[config.mk]
export PLATFORM = sky130hd
export DESIGN_NAME = ram_arbiter_2to1
export DESIGN_NICKNAME = d
export VERILOG_FILES = /design/src/rtl/ram_arbiter_2to1.sv
export SDC_FILE = /design/constraint.sdc
export NUM_CORES = 1
export LEC_CHECK = 0
export BUFFER_PORTS_ARGS = -buffer_cell sky130_fd_sc_hd__buf_2
export CORE_AREA = 2 2 144 146
export CTS_BUF_LIST = sky130_fd_sc_hd__clkbuf_2 sky130_fd_sc_hd__clkbuf_4 sky130_fd_sc_hd__clkbuf_8
export CTS_CLUSTER_SIZE = 25
export DETAILED_ROUTE_END_ITERATION = 7
export DIE_AREA = 0 0 146 148
export HOLD_SLACK_MARGIN = 0.1
export RECOVER_POWER = 50
export SYNTH_ARGS = -nofsm -noshare
export SYNTH_HDL_FRONTEND = slang
export SYNTH_SLANG_ARGS = --single-unit
[constraint.sdc]
create_clock -name clk_i -period 4.6 [get_ports clk_i]
set_input_delay 0.69 -clock clk_i [delete_from_list [all_inputs] [get_ports clk_i]]
set_output_delay 0.69 -clock clk_i [all_outputs]
set_load 0.01 [all_outputs]
[src/rtl/ram_arbiter_2to1.sv]
// Round-robin arbiter sharing one 1-cycle-latency single-port RAM between the
// instruction and data OBI ports, with local error responses and saturating counters.
module ram_arbiter_2to1 #(
  parameter logic [31:0] MemStart = 32'h0000_0000,
  parameter int unsigned MemSize  = 65536,
  parameter int unsigned CntWidth = 32
) (
  input  logic                clk_i,
  input  logic                rst_i,
  input  logic                instr_req_i,
  input  logic [31:0]         instr_addr_i,
  output logic                instr_gnt_o,
  output logic                instr_rvalid_o,
  output logic [31:0]         instr_rdata_o,
  output logic                instr_err_o,
  input  logic                data_req_i,
  input  logic                data_we_i,
  input  logic [3:0]          data_be_i,
  input  logic [31:0]         data_addr_i,
  input  logic [31:0]         data_wdata_i,
  output logic                data_gnt_o,
  output logic                data_rvalid_o,
  output logic [31:0]         data_rdata_o,
  output logic                data_err_o,
  output logic                mem_req_o,
  output logic                mem_we_o,
  output logic [3:0]          mem_be_o,
  output logic [31:0]         mem_addr_o,
  output logic [31:0]         mem_wdata_o,
  input  logic                mem_rvalid_i,
  input  logic [31:0]         mem_rdata_i,
  output logic [CntWidth-1:0] instr_cnt_o,
  output logic [CntWidth-1:0] data_cnt_o,
  output logic [CntWidth-1:0] err_cnt_o
);

  localparam logic [31:0]         WinMask = ~(32'(MemSize) - 32'd1);
  localparam logic [CntWidth-1:0] CntMax  = '1;
  localparam logic [CntWidth-1:0] CntOne  = CntWidth'(1);

  typedef enum logic {
    OwnerInstr = 1'b0,
    OwnerData  = 1'b1
  } owner_e;

  owner_e              last_winner_q;
  owner_e              resp_owner_q;
  logic                resp_valid_q;
  logic                resp_err_q;
  logic                grant_instr;
  logic                grant_data;
  logic                instr_in_range;
  logic                data_in_range;
  logic                win_in_range;
  logic                resp_to_instr;
  logic                resp_to_data;
  logic [31:0]         resp_rdata;
  logic [CntWidth-1:0] instr_cnt_q;
  logic [CntWidth-1:0] data_cnt_q;
  logic [CntWidth-1:0] err_cnt_q;
  logic                unused_mem_rvalid;

  // RAM rvalid is only monitored externally; read data is passed through regardless.
  assign unused_mem_rvalid = mem_rvalid_i;

  // Grants are gated by reset so every output is quiet while rst_i is high.
  always_comb begin
    instr_in_range = (instr_addr_i & WinMask) == MemStart;
    data_in_range  = (data_addr_i & WinMask) == MemStart;
    grant_instr    = !rst_i && instr_req_i && (!data_req_i || last_winner_q == OwnerData);
    grant_data     = !rst_i && data_req_i && (!instr_req_i || last_winner_q == OwnerInstr);
    win_in_range   = grant_instr ? instr_in_range : data_in_range;
    instr_gnt_o    = grant_instr;
    data_gnt_o     = grant_data;
  end

  always_comb begin
    mem_req_o   = 1'b0;
    mem_we_o    = 1'b0;
    mem_be_o    = 4'h0;
    mem_addr_o  = 32'h0;
    mem_wdata_o = 32'h0;
    if (grant_instr && instr_in_range) begin
      mem_req_o  = 1'b1;
      mem_be_o   = 4'hF;
      mem_addr_o = instr_addr_i;
    end else if (grant_data && data_in_range) begin
      mem_req_o   = 1'b1;
      mem_we_o    = data_we_i;
      mem_be_o    = data_be_i;
      mem_addr_o  = data_addr_i;
      mem_wdata_o = data_wdata_i;
    end
  end

  always_ff @(posedge clk_i or posedge rst_i) begin
    if (rst_i) begin
      last_winner_q <= OwnerData;
      resp_valid_q  <= 1'b0;
      resp_owner_q  <= OwnerInstr;
      resp_err_q    <= 1'b0;
    end else begin
      resp_valid_q <= grant_instr || grant_data;
      resp_owner_q <= grant_data ? OwnerData : OwnerInstr;
      resp_err_q   <= (grant_instr || grant_data) && !win_in_range;
      if (grant_instr || grant_data) begin
        last_winner_q <= grant_data ? OwnerData : OwnerInstr;
      end
    end
  end

  always_comb begin
    resp_to_instr  = resp_valid_q && resp_owner_q == OwnerInstr;
    resp_to_data   = resp_valid_q && resp_owner_q == OwnerData;
    resp_rdata     = resp_err_q ? 32'h0 : mem_rdata_i;
    instr_rvalid_o = resp_to_instr;
    instr_err_o    = resp_to_instr && resp_err_q;
    instr_rdata_o  = resp_to_instr ? resp_rdata : 32'h0;
    data_rvalid_o  = resp_to_data;
    data_err_o     = resp_to_data && resp_err_q;
    data_rdata_o   = resp_to_data ? resp_rdata : 32'h0;
  end

  // Error responses are counted when they are delivered, not when granted.
  always_ff @(posedge clk_i or posedge rst_i) begin
    if (rst_i) begin
      instr_cnt_q <= '0;
      data_cnt_q  <= '0;
      err_cnt_q   <= '0;
    end else begin
      if (grant_instr && instr_cnt_q != CntMax) begin
        instr_cnt_q <= instr_cnt_q + CntOne;
      end
      if (grant_data && data_cnt_q != CntMax) begin
        data_cnt_q <= data_cnt_q + CntOne;
      end
      if (resp_valid_q && resp_err_q && err_cnt_q != CntMax) begin
        err_cnt_q <= err_cnt_q + CntOne;
      end
    end
  end

  assign instr_cnt_o = instr_cnt_q;
  assign data_cnt_o  = data_cnt_q;
  assign err_cnt_o   = err_cnt_q;

endmodule

==> out/qor.yml, run 1 <==
run_status: "complete, but fails checks"
violations: "max-capacitance violations, max-slew violations"
synth_top_cell_area_share_pct: 42.2
netlist_area_um2: 5860
power_frac_clock_pct: 29.4
drtIter0Drc: 186
drive_above_1_share_pct: 29.5
design_power_total_mw: 2.06
nFillCells: 2123
sw_frac_of_total_pct: 35.1
ys_top_cells_by_area: "sky130_fd_sc_hd__dfrtp_1, sky130_fd_sc_hd__xnor2_1, sky130_fd_sc_hd__nor2_1"
mostFrequentLayoutCell: "sky130_fd_sc_hd__buf_2"
pwr-share-comb_pct: 19.4
finalHoldWorstSlack_ns: 0.479
track_usage_pct: 18.2
timing.final.crit_share_pct: 71.4
ant_nets: 0
worst_setup_path_end_kind: "output pin"
tightest_slew_ns: 1.70
nNetsFinal: 1133
hold_buf_count_cts: 0
cts_root_buf: "sky130_fd_sc_hd__clkbuf_8"
start_kind: "primary input"
post-synth-top-area-cell: "sky130_fd_sc_hd__dfrtp_1"
chipWidth_um: 146
setup.worst_path.class: "primary input to output pin"
cts_post_setup_buffers_inserted: 0
grt_start_max_net_pins: 68
worst_max_slew_margin_expressed_relative_to_the_limit_pct: -13.2
yosys_most_used_dff: "sky130_fd_sc_hd__dfrtp_1"
share_of_power_burned_in_registers_pct: 51.2
final_cells: 1268
number_of_distinct_library_cell_variants_in_the_gate_level_netlist_after_synthesis: 49
finalWirelength_um: 20900
numCtsBuffers: 9
critical_path.max_fanout: 53
unrepaired_setup_endpoints_after_global_routing: "false"
powerDensity_nw_per_um2: 261
total_leakage_power_nw: 4.06
final_cell_mix: "sky130_fd_sc_hd__buf_2, sky130_fd_sc_hd__dfrtp_1, sky130_fd_sc_hd__clkbuf_1, sky130_fd_sc_hd__nor2_1, sky130_fd_sc_hd__nand2_1"
synthArstFlopShare_pct: 100
final_cell_area_um2: 7890
vias_per_cell: 4.76
avgSynthCellArea_um2: 9.08
post_drt_wl_per_cell_um: 16.5
total_congestion_overflow_after_global_routing: 0
yosys_warnings: 0
worst_ir_drop_vdd_mv: 0.126
cts_buffer_depth: 2
finalWeightedCongestion: 0.837
post_synthesis_sequential_element_count: 100
placeableCoreArea_um2: 20000
p_switching_uw: 724
placedCellCount: 1251
fmax_mhz: 304
internal-power_mw: 1.34
finalClockSkew_ns: 0.0227
clk-insertion-delay-late_ns: 0.40
postPlaceCellArea_um2: 7860
htreeDepth: 3
synth_enable_flop_cells: 0
setup_viol: 0
detailroute.via_count: 6042
grt_pass1_wl_um: 30900
synth-seq-area-share_pct: 42.7
finalHoldViolations: 0
grt_most_used_layer: "met2"
detail_route.first_pass.iterations: 4
clkTransAtPathRegs_ns: 0.11
timing.hold.worst.class: "flop to flop"
boundaryPins: 374
worst_path_arrival_ns: 2.59
drv_cap: 2
floorplan.rows: 52
grt_antenna_before_repair: 0
die_area_um2: 21600
postSynthCellCount: 646
cts_repair_resize_count: 0
sum_of_negative_setup_slack_ns: 0
use_met1_pct: 21.0
gr-usage-met2_pct: 34.1
place.port_buffers: 356
report.final.slew_viol_count: 104
drc: 0
area_growth_pct: 34.6
die_height_um: 148
met3_use_gr_pct: 3.61
tritoncts: "yes"
clock_sink_count: 100
period_needed_ns: 3.28
cp.required_ns: 3.91
effective_utilization_at_floorplan_pct: 29.3
vias_in_the_first_global_route: 5556
detailed_place_hpwl_um: 16700
-- worst max-delay path: stages --
cell and delay (ns):
sky130_fd_sc_hd__clkbuf_1 0.11, sky130_fd_sc_hd__nor2b_1 0.33, sky130_fd_sc_hd__nand2_1 0.28, sky130_fd_sc_hd__nor2_4 0.75, sky130_fd_sc_hd__a22o_1 0.26, sky130_fd_sc_hd__buf_2 0.16
-- cells by family (layout without fill, tap and decap cells) --
| group | Yosys count | in the layout | synth area share [%] |
|---|---|---|---|
| XOR/XNOR | 88 | 88 | 13.1 |
| multiplexers | 4 | 4 | 0.811 |
| buffers and inverters | 50 | 386 | 4.50 |
| adder cells (fa/ha/maj) | 3 | 3 | 0.640 |
| AO/OA/AOI/OAI | 37 | 37 | 5.03 |
| other | 1 | 17 | 0.0639 |
| flip-flops | 100 | 100 | 42.7 |
| AND/OR/NAND/NOR | 363 | 363 | 33.1 |
-- flip-flops by register name (all words and copies together) (netlist names) --
signal / flops
last_winner_q: 1
data_cnt_o: 32
resp_owner_q: 1
instr_cnt_o: 32
err_cnt_o: 32
resp_valid_q: 1
resp_err_q: 1
-- synth_stat cells (2+ instances only) --
cell type / count
sky130_fd_sc_hd__dfrtp_1: 99
sky130_fd_sc_hd__nor2_1: 82
sky130_fd_sc_hd__nand2_1: 67
sky130_fd_sc_hd__xnor2_1: 61
sky130_fd_sc_hd__nand4_1: 48
sky130_fd_sc_hd__nand3_1: 42
sky130_fd_sc_hd__and2_1: 41
sky130_fd_sc_hd__xor2_1: 27
sky130_fd_sc_hd__and3_1: 26
sky130_fd_sc_hd__clkbuf_1: 20
sky130_fd_sc_hd__buf_4: 17
sky130_fd_sc_hd__a22o_1: 16
sky130_fd_sc_hd__nor4_1: 14
sky130_fd_sc_hd__nor3_1: 12
sky130_fd_sc_hd__and4_1: 8
sky130_fd_sc_hd__inv_1: 7
sky130_fd_sc_hd__a21o_1: 4
sky130_fd_sc_hd__a31oi_1: 4
sky130_fd_sc_hd__buf_2: 4
sky130_fd_sc_hd__nor4_4: 4
sky130_fd_sc_hd__a21oi_1: 3
sky130_fd_sc_hd__ha_1: 3
sky130_fd_sc_hd__nor2b_1: 3
sky130_fd_sc_hd__or3_1: 3
sky130_fd_sc_hd__a211oi_1: 2
sky130_fd_sc_hd__mux2_2: 2
sky130_fd_sc_hd__nand2b_1: 2
sky130_fd_sc_hd__nand4_2: 2
sky130_fd_sc_hd__nor3b_1: 2
sky130_fd_sc_hd__or4_1: 2
-- final timing paths --
path / start / to / slack [ns] / cells past startpoint
max reg2reg: instr_cnt_o[4] / instr_cnt_o[1] / 1.58 / 5
max in group asynchronous: rst_i / instr_cnt_o[19] / 1.69 / 3
max: data_req_i / mem_addr_o[12] / 1.32 / 6
min in group asynchronous: rst_i / data_cnt_o[1] / 0.66 / 2
min: last_winner_q / last_winner_q / 0.48 / 2
min reg2reg: last_winner_q / last_winner_q / 0.48 / 2
-- layer usage --
layer,part of all wire (%),routed length (um)
met3,6.4,1340
met2,53,11100
met4,1.7,350
met1,39,8140
met5,0,0
-- per-stage QoR --
step           util [%]  worst slack [ns]
2_1_floorplan         -             0.948
3_3_place_gp       39.2              1.28
3_5_place_dp       39.2              1.27
4_1_cts            40.3              1.27
5_1_grt            39.4              1.00
6_report           39.4              1.32
-- power groups by stage --
stage	Combinational [mW]	Sequential, mW	Clock, mW
after floorplan	0.192	1.08	0
after global placement	0.420	1.07	0
after detailed placement	0.427	1.07	0
after CTS	0.429	1.05	0.629
after global routing	0.448	1.07	0.664
final	0.400	1.06	0.607
-- cell type report --
type | count | area, um2 | share of cell area [%]
antenna | 1 | 2.50 | 0.0317
clock buffer | 9 | 124 | 1.57
clock inverter | 7 | 91.3 | 1.16
inverter | 8 | 31.3 | 0.396
multi-input combinational | 511 | 3100 | 39.3
sequential | 100 | 2500 | 31.7
tap | 270 | 338 | 4.28
timing repair buffer | 362 | 1700 | 21.6
Power figures use the tool's default switching activity.
==> run 2, diff against run 1 <==
--- a/config.mk
+++ b/config.mk
@@ -6,11 +6,11 @@
 export NUM_CORES = 1
 export LEC_CHECK = 0
 export BUFFER_PORTS_ARGS = -buffer_cell sky130_fd_sc_hd__buf_2
-export CORE_AREA = 2 2 144 146
+export CORE_AREA = 2 2 145 147
 export CTS_BUF_LIST = sky130_fd_sc_hd__clkbuf_2 sky130_fd_sc_hd__clkbuf_4 sky130_fd_sc_hd__clkbuf_8
 export CTS_CLUSTER_SIZE = 25
 export DETAILED_ROUTE_END_ITERATION = 7
-export DIE_AREA = 0 0 146 148
+export DIE_AREA = 0 0 147 149
 export HOLD_SLACK_MARGIN = 0.1
 export RECOVER_POWER = 50
 export SYNTH_ARGS = -nofsm -noshare
==> constraint.sdc (replaced) <==
create_clock -name clk_i -period 3.3 [get_ports clk_i]
set_input_delay 0.495 -clock clk_i [delete_from_list [all_inputs] [get_ports clk_i]]
set_output_delay 0.495 -clock clk_i [all_outputs]
set_load 0.01 [all_outputs]
==> out/qor.yml, run 2 (synthesized netlist as in run 1, its figures left out) <==
run_status: "complete, but fails checks"
violations: "max-capacitance violations, max-slew violations"
cts_buffer_depth: 2  # unchanged
clock_sink_count: 100  # unchanged
unrepaired_setup_endpoints_after_global_routing: "false"
ant_nets: 0  # unchanged
use_met1_pct: 20.3  # -0.65 points
finalWeightedCongestion: 0.927  # +11%
numCtsBuffers: 9  # unchanged
share_of_power_burned_in_registers_pct: 50.9  # -0.3 points
critPathMaxStageDelay_ns: 0.72  # -0.03 ns
timing.final.crit_share_pct: 86.4
drive_above_1_share_pct: 29.8  # +0.32 points
finalClockSkew_ns: 0.0141  # -0.00862 ns
min_path_cells: 2  # unchanged
worst_ir_drop_vdd_mv: 0.162  # +29%
ff2ff_path_depth: 5  # unchanged
place.port_buffers: 356  # unchanged
track_usage_pct: 17.9  # -0.24 points
internal-power_mw: 1.87  # +39%
total_congestion_overflow_after_global_routing: 0  # unchanged
cp.required_ns: 3.60  # -0.31 ns
path_cells: "nand3_1 -> nor4_1 -> nand3_1 -> nand2_1 -> mux2_2"
floorplan.rows: 53  # +1.9%
worstHoldEndpoint: "last_winner_q"
postPlaceCellArea_um2: 7910  # +0.67%
sum_of_negative_setup_slack_ns: 0  # unchanged
met3_use_gr_pct: 4.10  # +0.49 points
detailed_place_hpwl_um: 16300  # -2.5%
grt_most_used_layer: "met2"
final_cell_mix: "sky130_fd_sc_hd__buf_2, sky130_fd_sc_hd__clkbuf_1, sky130_fd_sc_hd__dfrtp_1, sky130_fd_sc_hd__nor2_1, sky130_fd_sc_hd__nand2_1"
powerDensity_nw_per_um2: 364  # +39%
final_cell_area_um2: 7970  # +0.94%
fmax_mhz: 351
r2r_setup_slack_ns: 0.45  # -1.13 ns
finalHoldViolations: 0  # unchanged
htreeDepth: 3  # unchanged
power_frac_clock_pct: 29.6  # +0.2 points
worst_path_arrival_ns: 3.15  # +0.56 ns
finalWirelength_um: 20600  # -1.5%
detailroute.via_count: 6090  # +0.79%
p_switching_mw: 1.03  # +42%
path_common_cell: "sky130_fd_sc_hd__nand3_1"
setup_viol: 0  # unchanged
cts_post_setup_buffers_inserted: 0  # unchanged
report.final.slew_viol_count: 102  # -1.9%
vias_per_cell: 4.76  # about the same
vias_in_the_first_global_route: 5638  # +1.5%
worstHoldStart: "last_winner_q"
grt_start_max_net_pins: 69  # +1.5%
gr-usage-met2_pct: 33.8  # -0.32 points
detail_route.first_pass.iterations: 7  # +3
drv_cap: 2  # unchanged
placeableCoreArea_um2: 20600  # +2.6%
tritoncts: "yes"
nNetsFinal: 1139  # +0.53%
die_height_um: 149  # +0.68%
r2r_start: "instr_cnt_o[10]"
critical_path.max_fanout: 18  # -66%
post_drt_wl_per_cell_um: 16.1  # -2.4%
effective_utilization_at_floorplan_pct: 28.5  # -0.74 points
chipWidth_um: 147  # +0.68%
mostFrequentLayoutCell: "sky130_fd_sc_hd__buf_2"
period_needed_ns: 2.85
total_leakage_power_nw: 4.10  # +1.0%
timing.hold.worst.class: "flop to flop"
grt_antenna_before_repair: 1  # +1
critical_path.reg2reg.endpoint: "instr_cnt_o[1]"
pwr-share-comb_pct: 19.5  # about the same
worst_setup_path_end_kind: "flop"
drc: 0  # unchanged
sw_frac_of_total_pct: 35.6  # +0.47 points
grt_pass1_wl_um: 30700  # -0.80%
die_area_um2: 21900  # +1.4%
cts_root_buf: "sky130_fd_sc_hd__clkbuf_8"
boundaryPins: 374  # unchanged
area_growth_pct: 35.8
drtIter0Drc: 305  # +64%
start_kind: "flop"
worst_max_slew_margin_expressed_relative_to_the_limit_pct: -18.0  # -4.8 points
cts_repair_resize_count: 0  # unchanged
clkTransAtPathRegs_ns: 0.12  # about the same
slowest_stage: "sky130_fd_sc_hd__nand3_1"
tightest_slew_ns: 1.77  # +0.0715 ns
setup.worst_path.class: "flop to flop"
clk-insertion-delay-late_ns: 0.40  # about the same
hold_buf_count_cts: 0  # unchanged
[run 2: cell count changes in the layout (fill, tap and decap cells not counted)]
| cell | before | now |
|---|---|---|
| sky130_fd_sc_hd__buf_4 | 5 | 9 |
| sky130_fd_sc_hd__dfstp_1 | 0 | 1 |
| sky130_fd_sc_hd__nor4_1 | 18 | 16 |
| sky130_fd_sc_hd__nor4_4 | 0 | 2 |
| sky130_fd_sc_hd__clkbuf_1 | 98 | 100 |
| sky130_fd_sc_hd__dfstp_2 | 1 | 0 |
[run 2: layout make-up]
type,count,area (um2)
multi-input cells,511,3130
clock inverters,7,91.3
well taps,275,344
flip-flops and latches,100,2500
diodes,1,2.50
repair buffers,368,1740
clock buffers,9,124
fillers,2161,12600
inverters,8,31.3
[run 2: layer usage]
layer / wire (um) / vias to the layer above
met5: 0 / -
met4: 334 / 0
met3: 1450 / 17
met2: 10800 / 282
met1: 7960 / 2855
li1: - / 2936
[run 2: stage by stage]
| step | std cells | hold WS (ns) | utilization, % | setup slack, ns | total power [mW] |
|---|---|---|---|---|---|
| floorplan | 661 | 0.447 | - | 0.771 | 1.78 |
| global placement | 1262 | 0.458 | 38.5 | 0.673 | 2.08 |
| detailed placement | 1262 | 0.465 | 38.5 | 0.670 | 2.10 |
| CTS | 1278 | 0.226 | 39.5 | 0.476 | 2.96 |
| global route | 1279 | 0.523 | 38.8 | 0.213 | 3.07 |
| finish | 1279 | 0.497 | 38.8 | 0.450 | 2.90 |
[run 2: critical path: cells and delay by family (launching register included)]
kind             cells  cell delay (ns)
DFF                  1             0.49
and+or+nand+nor      4             1.91
muxes                1             0.36
[run 2: worst max-delay path by stage]
stage                                from               end  cells after the start
after floorplan                     rst_i        resp_err_q                      3
after global placement              rst_i    mem_addr_o[15]                      7
after detailed placement       data_req_i    mem_addr_o[13]                      7
after CTS                      resp_err_q  data_rdata_o[30]                      4
after global routing      instr_cnt_o[10]    instr_cnt_o[1]                      5
final                     instr_cnt_o[10]    instr_cnt_o[1]                      5
[run 2: power by group through the flow]
stage	logic (mW)	registers (mW)	clock network (mW)
after CTS	0.607	1.47	0.879
final	0.566	1.47	0.857
after global routing	0.629	1.50	0.940
after detailed placement	0.601	1.50	0
after floorplan	0.268	1.51	0
after global placement	0.594	1.49	0
